$ cat src/rtl/cluster_periph_slave_arbiter_pkg.sv
// cluster_periph_slave_arbiter_pkg: shared peripheral bus types and constants
package cluster_periph_slave_arbiter_pkg;
  localparam int ADDR_WIDTH = 32;
  localparam int DATA_WIDTH = 32;
  localparam int BE_WIDTH = DATA_WIDTH / 8;
  localparam int PERIPH_MAX_OUTST = 2;
  typedef struct packed {
    logic [ADDR_WIDTH-1:0] add;
    logic wen;
    logic [DATA_WIDTH-1:0] wdata;
    logic [BE_WIDTH-1:0] be;
  } periph_req_t;
  typedef struct packed {
    logic r_valid;
    logic [DATA_WIDTH-1:0] r_rdata;
    logic r_opc;
  } periph_rsp_t;
endpackage

$ cat src/rtl/cluster_periph_slave_arbiter_if.sv
// cluster_periph_slave_arbiter_if: masters-side req/gnt/r_valid bundle plus the shared slave port
// Ports: master = requesters and slave environment driving the arbiter; slave = the arbiter's view.
interface cluster_periph_slave_arbiter_if
  import cluster_periph_slave_arbiter_pkg::*;
#(
  parameter int NB_MST = 8
);
  logic [NB_MST-1:0] mst_req;
  periph_req_t [NB_MST-1:0] mst_bus;
  logic [NB_MST-1:0] mst_gnt;
  logic [NB_MST-1:0] mst_r_valid;
  logic [DATA_WIDTH-1:0] mst_r_rdata;
  logic mst_r_opc;
  logic slv_req;
  periph_req_t slv_bus;
  logic slv_gnt;
  periph_rsp_t slv_rsp;
  modport master (
    output mst_req, mst_bus, slv_gnt, slv_rsp,
    input mst_gnt, mst_r_valid, mst_r_rdata, mst_r_opc, slv_req, slv_bus
  );
  modport slave (
    input mst_req, mst_bus, slv_gnt, slv_rsp,
    output mst_gnt, mst_r_valid, mst_r_rdata, mst_r_opc, slv_req, slv_bus
  );
endinterface

$ cat src/rtl/cluster_periph_slave_arbiter_id_fifo.sv
// periph_id_fifo: small FIFO of granted master IDs awaiting their responses
// Ports: clk, rst, push/din, pop/dout, full, empty.
module periph_id_fifo #(
  parameter int DEPTH = 2,
  parameter int WIDTH = 3
) (
  input  logic clk,
  input  logic rst,
  input  logic push,
  input  logic pop,
  input  logic [WIDTH-1:0] din,
  output logic [WIDTH-1:0] dout,
  output logic full,
  output logic empty
);
  localparam int PW = DEPTH > 1 ? $clog2(DEPTH) : 1;
  localparam int CW = $clog2(DEPTH + 1);
  logic [WIDTH-1:0] mem [DEPTH];
  logic [PW-1:0] wr, rd;
  logic [CW-1:0] cnt;
  always_ff @(posedge clk) if (push) mem[wr] <= din;
  always_ff @(posedge clk) begin
    if (rst) begin
      wr <= '0;
      rd <= '0;
      cnt <= '0;
    end else begin
      if (push) wr <= wr == PW'(DEPTH - 1) ? '0 : wr + PW'(1);
      if (pop) rd <= rd == PW'(DEPTH - 1) ? '0 : rd + PW'(1);
      cnt <= cnt + CW'(push) - CW'(pop);
    end
  end
  assign dout = mem[rd];
  assign full = cnt == CW'(DEPTH);
  assign empty = cnt == '0;
endmodule

$ cat src/rtl/cluster_periph_slave_arbiter.sv
// cluster_periph_slave_arbiter: round-robin arbiter sharing one peripheral slave among NB_MST masters
// Ports: clk_i, rst_i (sync, active-high), bus (arbiter modport), err_o (sticky unexpected-response flag).
module cluster_periph_slave_arbiter
  import cluster_periph_slave_arbiter_pkg::*;
#(
  parameter int NB_MST = 8,
  parameter int MAX_OUTST = PERIPH_MAX_OUTST
) (
  input  logic clk_i,
  input  logic rst_i,
  cluster_periph_slave_arbiter_if.slave bus,
  output logic err_o
);
  localparam int IW = NB_MST > 1 ? $clog2(NB_MST) : 1;
  if (NB_MST < 2) begin : g_nb_mst_chk
    $error("NB_MST must be at least 2");
  end
  logic [IW-1:0] rr_ptr, lock_idx, win, idx, head;
  logic lock, any, full, empty, grant, pop;
  // Scan downwards so the lowest offset from rr_ptr is the last (winning) assignment.
  always_comb begin
    win = '0;
    any = 1'b0;
    idx = '0;
    for (int k = NB_MST - 1; k >= 0; k--) begin
      idx = IW'((int'(rr_ptr) + k) % NB_MST);
      if (bus.mst_req[idx]) begin
        win = idx;
        any = 1'b1;
      end
    end
    if (lock) begin
      win = lock_idx;
      any = bus.mst_req[lock_idx];
    end
  end
  assign bus.slv_req = any & ~full;
  assign bus.slv_bus = bus.mst_bus[win];
  assign grant = bus.slv_req & bus.slv_gnt;
  assign pop = bus.slv_rsp.r_valid & ~empty;
  assign bus.mst_gnt = grant ? NB_MST'(1) << win : '0;
  assign bus.mst_r_valid = pop ? NB_MST'(1) << head : '0;
  assign bus.mst_r_rdata = bus.slv_rsp.r_rdata;
  assign bus.mst_r_opc = bus.slv_rsp.r_opc;
  // The FIFO cannot grow while locked, so a stalled request is the only way lock stays set;
  // a grant or a dropped request both clear it.
  always_ff @(posedge clk_i) begin
    if (rst_i) begin
      rr_ptr <= '0;
      lock <= 1'b0;
      lock_idx <= '0;
      err_o <= 1'b0;
    end else begin
      if (grant) rr_ptr <= win == IW'(NB_MST - 1) ? '0 : win + IW'(1);
      lock <= bus.slv_req & ~bus.slv_gnt;
      if (bus.slv_req & ~bus.slv_gnt) lock_idx <= win;
      if (bus.slv_rsp.r_valid & empty) err_o <= 1'b1;
    end
  end
  periph_id_fifo #(.DEPTH(MAX_OUTST), .WIDTH(IW)) u_fifo (
    .clk(clk_i),
    .rst(rst_i),
    .push(grant),
    .pop(pop),
    .din(win),
    .dout(head),
    .full(full),
    .empty(empty)
  );
endmodule

$ cat src/flat_wrapper.sv
// flat-port wrapper written by rule: the top's interface ports become plain ports
module cluster_periph_slave_arbiter_flat import cluster_periph_slave_arbiter_pkg::*;
#(
  parameter int NB_MST = 8,
  parameter int MAX_OUTST = PERIPH_MAX_OUTST
)
  (clk_i, rst_i, err_o, bus_mst_req, bus_mst_bus, bus_slv_gnt, bus_slv_rsp, bus_mst_gnt, bus_mst_r_valid, bus_mst_r_rdata, bus_mst_r_opc, bus_slv_req, bus_slv_bus);
  cluster_periph_slave_arbiter_if #(.NB_MST(NB_MST)) bus_i ();
  input  logic clk_i;
  input  logic rst_i;
  output logic err_o;
  input wire logic [$bits(bus_i.mst_req)-1:0] bus_mst_req;
  input wire logic [$bits(bus_i.mst_bus)-1:0] bus_mst_bus;
  input wire logic [$bits(bus_i.slv_gnt)-1:0] bus_slv_gnt;
  input wire logic [$bits(bus_i.slv_rsp)-1:0] bus_slv_rsp;
  output wire logic [$bits(bus_i.mst_gnt)-1:0] bus_mst_gnt;
  output wire logic [$bits(bus_i.mst_r_valid)-1:0] bus_mst_r_valid;
  output wire logic [$bits(bus_i.mst_r_rdata)-1:0] bus_mst_r_rdata;
  output wire logic [$bits(bus_i.mst_r_opc)-1:0] bus_mst_r_opc;
  output wire logic [$bits(bus_i.slv_req)-1:0] bus_slv_req;
  output wire logic [$bits(bus_i.slv_bus)-1:0] bus_slv_bus;
  assign bus_i.mst_req = bus_mst_req;
  assign bus_i.mst_bus = bus_mst_bus;
  assign bus_i.slv_gnt = bus_slv_gnt;
  assign bus_i.slv_rsp = bus_slv_rsp;
  assign bus_mst_gnt = bus_i.mst_gnt;
  assign bus_mst_r_valid = bus_i.mst_r_valid;
  assign bus_mst_r_rdata = bus_i.mst_r_rdata;
  assign bus_mst_r_opc = bus_i.mst_r_opc;
  assign bus_slv_req = bus_i.slv_req;
  assign bus_slv_bus = bus_i.slv_bus;
  cluster_periph_slave_arbiter #(.NB_MST(NB_MST), .MAX_OUTST(MAX_OUTST)) u_core (.clk_i(clk_i), .rst_i(rst_i), .bus(bus_i), .err_o(err_o));
endmodule
$ cat config.mk
export PLATFORM = sky130hd
export DESIGN_NAME = cluster_periph_slave_arbiter_flat
export DESIGN_NICKNAME = d
export VERILOG_FILES = /design/src/rtl/cluster_periph_slave_arbiter_pkg.sv /design/src/rtl/cluster_periph_slave_arbiter_if.sv /design/src/rtl/cluster_periph_slave_arbiter_id_fifo.sv /design/src/rtl/cluster_periph_slave_arbiter.sv /design/src/flat_wrapper.sv
export SDC_FILE = /design/constraint.sdc
export NUM_CORES = 1
export LEC_CHECK = 0
export BUFFER_PORTS_ARGS = -buffer_cell sky130_fd_sc_hd__buf_2
export CORE_AREA = 2 2 280 282
export CTS_BUF_LIST = sky130_fd_sc_hd__clkbuf_4 sky130_fd_sc_hd__clkbuf_8 sky130_fd_sc_hd__clkbuf_16
export DETAILED_ROUTE_END_ITERATION = 10
export DIE_AREA = 0 0 282 284
export PLACE_DENSITY_LB_ADDON = 0.15
export SETUP_SLACK_MARGIN = 0.3
export SLEW_MARGIN = 10
export SYNTH_ARGS = -nofsm -noshare
export SYNTH_HDL_FRONTEND = slang
export SYNTH_SLANG_ARGS = --single-unit
$ cat constraint.sdc
create_clock -name clk_i -period 11.2 [get_ports clk_i]
set_clock_uncertainty 0.2 [all_clocks]
set_input_delay 1.12 -clock clk_i [delete_from_list [all_inputs] [get_ports clk_i]]
set_output_delay 1.12 -clock clk_i [all_outputs]
set_load 0.02 [all_outputs]
==> out/metrics.yaml, run 1 <==
outcome:
  outcome: "complete, no violations"
pwr:
  p_leak_nw: 5.04
  p_per_area_nw_per_um2: 472
  total_power_mw: 5.15
  ir_worst_vdd_mv: 0.353
cts:
  cts_tree: "done"
  ctsLongestPathBuffers: 2
  cts_inserted_buffers: 3
  cts_htree_levels: 1
  post_cts_hold_fix_bufs: 0
  clk_pin_slew_worst_paths_ns: 0.06
  worst_skew_pair.late_latency_ns: 0.25
  cts_root_buffer: "clkbuf_16"
  cts_sinks: 19
  postCtsSetupRepairBufs: 0
  cts_resized: 0
synthesis:
  synthCells: 703
  synthTopCellsByArea: "mux2i_1, a221oi_2, a22o_1"
  syn_area_per_cell_um2: 9.79
  synth_fp_nets: 1310
  ys_seq_elements: 19
  synth_sequential_area_ratio_pct: 6.40
  ys_async_sr_fraction_pct: 0
  ys.flop_type: "dfxtp_1"
  ys_warn_count: 0
  synth_edf_count: 6
  synth_most_common_cell: "mux2i_1"
  synth.distinct_cells: 54
  post-synth-top-area-cell: "mux2i_1"
  synth_area_um2: 6880
  area_share_of_the_largest_cell_type_after_synthesis_pct: 41.8
  commonest_cells_post_synth: "mux2i_1, a22o_1, a221oi_2, buf_4, nor2_1"
timing:
  finalSetupViolations: 0
  post-route-worst-setup-slack_ns: 4.46
  worst-slew-pin-transition_ns: 0.981
  final-max-slew-violation-count: 0
  fin_crit_sh_pct: 60.1
  fin_hold_ws_ns: 0.303
  fmax_ghz: 0.148
  layout_min_cycle_time_ns: 6.74
  timing.max_slew.rel_slack_pct: 34.6
  grt_setup_unrepaired: "no"
  setup_tns_ns: 0
  report.final.hold_viol_count: 0
drt:
  route.detailed.vias_per_inst: 3.54
  drt_iter0_drc: 278
  remaining_antenna_violation_count_after_routing: 0
  vias: 8192
  detailed_route_wire_length_per_cell_um: 18.5
  postRouteWirelength_um: 42800
  drt-pass1-iter-count: 5
  post-route-drc-count: 0
worst_hold_path:
  worstHoldPathType: "flip-flop to flip-flop"
  number_of_stages_on_the_worst_hold_path: 2
cells_and_area:
  layout-area-overhead-vs-synth_pct: 58.5
  finish.net_count: 1875
  finalCoreUtilization_pct: 14.2
  share_of_layout_cells_above_drive_strength_1_pct: 59.9
die:
  std_cell_rows: 102
  floorplan.die.height_um: 284
  die_width_um: 282
  coreArea_um2: 77000
  starting_density_of_the_core_pct: 8.94
  dieArea_um2: 80100
  ios: 717
worst_setup_path:
  worst_path_largest_cell_delay_ns: 0.74
  crit_path_end_kind: "primary output"
  crit_path_start_kind: "flip-flop"
  worstRegToRegCells: 14
  slowest_stage_cell_crit_path: "dfxtp_1"
  cp_cell_sequence: "inv_1 > ha_1 > mux4_2 > mux2_2 > o211ai_1 > a31oi_1 > o41ai_4 > buf_4 > buf_12 > mux2i_1 > a22o_1 > a221oi_2 > buf_2"
  setup.worst_path.class: "flip-flop to primary output"
  arrival_ns: 5.42
  critical_path_required_ns: 9.88
  cp_max_fo: 117
flow_run:
  max_cap_viol_count: 0
placed_design:
  gpl.final_weighted_congestion: 0.892
  dp_worst_setup_slack_ns: 4.78
  hpwl_um: 36500
  portBuffers: 650
grt:
  grt_start_max_net_pins: 118
  grt_overflow_total: 0
  global_route.usage.total_pct: 9.79
  wire_length_of_the_first_global_routing_pass_um: 58400
  antenna_found_initial: 8
  grt_pass1_vias: 8727
## final cells by class
cell class	count	area [um2]
inverter	14	52.6
tap	1040	1300
fill	8866	66000
timing repair buffer	662	3370
multi-input combinational	568	5650
sequential	19	440
antenna	4	10.0
clock buffer	4	82.6
## metrics by stage
stage	cells	area, um2
2_1_floorplan	703	6880
3_3_place_gp	2303	10800
3_5_place_dp	2303	10800
4_1_cts	2307	10900
5_1_grt	2311	10900
6_report	2311	10900
## routing by layer
layer  wire [um]  up-vias  track usage (%)  part of all wire [%]
li1            -     3920                -                     -
met1       17000     3870             11.4                    40
met5          16        -                0                 0.037
met4         488        4             1.28                   1.1
met2       22500      366             18.6                    53
met3        2760       32             1.88                   6.4
## logic make-up after synthesis
kind of cell	Yosys count	synth area share, %
adders and majority gates	10	1.82
AOI/OAI and AO/OA	177	27.9
xor gates and xnor gates	8	1.02
and+or+nand+nor	68	4.49
muxes	305	46.4
buffers and inverters	116	12.0
DFF	19	6.40
## worst max-delay path: cells and delay by family (launching register included)
kind                     cells  cell delay [ns]
flip-flops                   1             0.74
AO/OA/AOI/OAI                5             1.06
adder cells (fa/ha/maj)      1             0.54
multiplexers                 3             0.97
buffers and inverters        4             1.54
## final timing paths
check / end / startpoint / slack, ns
worst max-delay path: bus_slv_bus[2] / u_core.rr_ptr[1] / 4.46
worst min-delay path: u_core.err_o / u_core.err_o / 0.30
worst max register to register: u_core.rr_ptr[0] / u_core.rr_ptr[1] / 6.40
worst min register to register: u_core.err_o / u_core.err_o / 0.30
## cell usage in the layout, fill, tap and decap left out, types with 4 or more instances in the layout
cell type	count
inv_1	13
dfxtp_1	13
mux2i_1	287
mux2_2	5
nor2_1	36
nand2_1	9
buf_2	650
edfxtp_1	6
a221oi_1	8
diode_2	4
mux4_2	10
xor2_1	4
a22o_1	71
a21oi_1	8
buf_4	10
a31oi_1	4
a221oi_2	66
ha_1	10
xnor2_1	4
## report_power, final
group	total (mW)	internal, mW	switching [mW]
clock network	0.0770	0.0509	0.0261
logic	4.92	1.96	2.97
registers	0.145	0.103	0.0415
## flip-flops by register name, summed over array words and instances (netlist names), named ones only
signal             flops
u_core.u_fifo.cnt      2
u_core.u_fifo.mem      6
u_core.rr_ptr          3
u_core.u_fifo.rd       1
u_core.lock            1
u_core.lock_idx        3
u_core.err_o           1
u_core.u_fifo.wr       1
No activity file was read; power rests on OpenSTA's default activity.
==> run 2, diff against run 1 <==
--- a/config.mk
+++ b/config.mk
@@ -5,11 +5,12 @@
 export SDC_FILE = /design/constraint.sdc
 export NUM_CORES = 1
 export LEC_CHECK = 0
+export ABC_AREA = 1
 export BUFFER_PORTS_ARGS = -buffer_cell sky130_fd_sc_hd__buf_2
-export CORE_AREA = 2 2 280 282
+export CORE_AREA = 2 2 283 285
 export CTS_BUF_LIST = sky130_fd_sc_hd__clkbuf_4 sky130_fd_sc_hd__clkbuf_8 sky130_fd_sc_hd__clkbuf_16
 export DETAILED_ROUTE_END_ITERATION = 10
-export DIE_AREA = 0 0 282 284
+export DIE_AREA = 0 0 285 287
 export PLACE_DENSITY_LB_ADDON = 0.15
 export SETUP_SLACK_MARGIN = 0.3
 export SLEW_MARGIN = 10
==> constraint.sdc (replaced) <==
create_clock -name clk_i -period 5.52 [get_ports clk_i]
set_clock_uncertainty 0.2 [all_clocks]
set_input_delay 0.552 -clock clk_i [delete_from_list [all_inputs] [get_ports clk_i]]
set_output_delay 0.552 -clock clk_i [all_outputs]
set_load 0.02 [all_outputs]
==> out/metrics.yaml, run 2 <==
synthesis:
  syn_area_per_cell_um2: 5.07
  synth_sequential_area_ratio_pct: 5.91
  synth_most_common_cell: "nand3_1"
  ys_seq_elements: 19
  area_share_of_the_largest_cell_type_after_synthesis_pct: 53.9
  post-synth-top-area-cell: "nand3_1"
  synth_fp_nets: 2078
  synth.distinct_cells: 31
  synthCells: 1471
  synthTopCellsByArea: "nand3_1, nand2_1, buf_4"
  synth_area_um2: 7450
  ys_async_sr_fraction_pct: 0
  ys_warn_count: 0
  ys.flop_type: "dfxtp_1"
  commonest_cells_post_synth: "nand3_1, nand2_1, buf_2, buf_4, clkbuf_1"
  synth_edf_count: 6
timing:
  finalSetupViolations: 0
  report.final.hold_viol_count: 0
  worst-slew-pin-transition_ns: 0.988
  final-max-slew-violation-count: 0
  fmax_ghz: 0.202
  fin_crit_sh_pct: 89.8
  post-route-worst-setup-slack_ns: 0.564
  grt_setup_unrepaired: "no"
  setup_tns_ns: 0
  timing.max_slew.rel_slack_pct: 34.2
  layout_min_cycle_time_ns: 4.96
cells_and_area:
  largestRegisters: "u_core.u_fifo.mem (6), u_core.lock_idx (3), u_core.rr_ptr (3)"
  final_cell_mix: "nand3_1, buf_2, nand2_1"
  share_of_layout_cells_above_drive_strength_1_pct: 35.9
  finish.net_count: 2584
  layout-area-overhead-vs-synth_pct: 55.8
  largest_register: "u_core.u_fifo.mem"
  commonest_non_fill_non_tap_cell_in_the_layout: "nand3_1"
  max_ffs_per_register: 6
  final_cell_count_no_fill: 3030
grt:
  grt_start_max_net_pins: 148
  global_route.usage.met3_pct: 3.18
  groute.layer.met1.usage_pct: 17.2
  met2_usage_pct: 25.6
  globalRoute.busiestLayer: "met2"
  grt_overflow_total: 0
  global_route.usage.total_pct: 14.1
  grt_pass1_vias: 12900
  wire_length_of_the_first_global_routing_pass_um: 87300
  antenna_found_initial: 25
die:
  ios: 717
  dieArea_um2: 81800
  coreArea_um2: 78600
  floorplan.die.height_um: 287
  starting_density_of_the_core_pct: 9.48
  std_cell_rows: 103
  die_width_um: 285
worst_hold_path:
  worstHoldPathType: "flip-flop to flip-flop"
cts:
  cts_sinks: 19
  cts_inserted_buffers: 3
  ctsLongestPathBuffers: 2
  cts_root_buffer: "clkbuf_16"
  cts_tree: "done"
  worst_skew_pair.late_latency_ns: 0.25
  clk_pin_slew_worst_paths_ns: 0.05
  cts_htree_levels: 1
placed_design:
  portBuffers: 650
  gpl.final_weighted_congestion: 0.940
  placed_cells_incl_taps: 3014
  dp_worst_setup_slack_ns: 0.729
  hpwl_um: 49700
worst_setup_path:
  worst_path_largest_cell_delay_ns: 0.54
  critical_path.n_buffers_inverters: 5
  crit_path_end_kind: "primary output"
  arrival_ns: 4.20
  critical_path_required_ns: 4.77
  cp_cell_sequence: "inv_2 > ha_1 > inv_1 > nand3_1 > nand3b_1 > nand2_1 > inv_2 > nand3_1 > nand2_1 > nand2_1 > nand2_1 > nand2_2 > nand3_4 > buf_16 > nand3_1 > nand3_1 > nand3_1 > nand2_1 > buf_2"
  slowest_stage_cell_crit_path: "dfxtp_1"
  cp_max_fo: 129
  crit_path_start_kind: "flip-flop"
  critPathTopFamily: "simple AND/OR/NAND/NOR gates"
  setup.worst_path.class: "flip-flop to primary output"
drt:
  drt-pass1-iter-count: 6
  drt_iter0_drc: 634
  detailed_route_wire_length_per_cell_um: 21.3
  post-route-drc-count: 0
  postRouteWirelength_um: 64600
  route.detailed.vias_per_inst: 4.25
  vias: 12900
  remaining_antenna_violation_count_after_routing: 0
outcome:
  outcome: "complete, no violations"
flow_run:
  max_cap_viol_count: 0
-- run 2: cell type report --
class | instances | area, um2
inverter | 33 | 125
timing repair buffer | 680 | 3690
clock inverter | 1 | 5.00
clock buffer | 3 | 75.1
antenna | 4 | 10.0
multi-input combinational | 1240 | 5950
fill | 9472 | 67000
tap | 1050 | 1310
sequential | 19 | 442
-- run 2: kinds of logic (layout without fill, tap and decap cells) --
| logic type | after synthesis | count (layout) | synth area share [%] |
|---|---|---|---|
| AOI/OAI and AO/OA | 37 | 37 | 2.72 |
| xor gates and xnor gates | 3 | 3 | 0.554 |
| adders and majority gates | 10 | 10 | 1.68 |
| buffers and inverters | 214 | 717 | 15.1 |
| DFF | 19 | 19 | 5.91 |
| muxes | 1 | 1 | 0.134 |
| other | 0 | 4 | 0 |
| and+or+nand+nor | 1187 | 1189 | 73.9 |
-- run 2: final timing paths --
kind,startpoint,endpoint,slack [ns],cells past startpoint
max,u_core.rr_ptr[1],bus_slv_bus[34],0.56,19
min,u_core.err_o,u_core.err_o,0.26,2
max reg2reg,u_core.rr_ptr[1],u_core.rr_ptr[2],1.34,21
min reg2reg,u_core.err_o,u_core.err_o,0.26,2
-- run 2: what timing repair did --
item	4_1_cts	5_1_grt
hold buffers	0	0
setup endpoints to repair	0	44
resized for setup	0	3
setup buffers	0	5
-- run 2: per-stage QoR --
stage	area (um2)	utilization, %	hold WS (ns)
6_report	11600	14.8	0.259
5_1_grt	11600	14.8	0.278
4_1_cts	11500	14.6	0.260
3_5_place_dp	11400	14.5	0.244
3_3_place_gp	11400	14.5	0.235
2_1_floorplan	7450	-	0.225
-- run 2: tightest hold or removal path, cell delays in order, from the launching register on --
cell	delay (ns)
dfxtp_1	0.32
a21oi_1	0.04
nor2_1	0.07
-- run 2: routing by layer --
metal  vias to the layer above  share of wire [%]  wire (um)
met5                         -               0.27        175
met2                       627                 50      32000
li1                       6086                  -          -
met3                        83                7.5       4840
met4                        26                1.7       1100
met1                      6055                 41      26500
Power of run 2 is not shown: default switching activity piles up to over one toggle a cycle in this logic, so the estimate is an artifact.
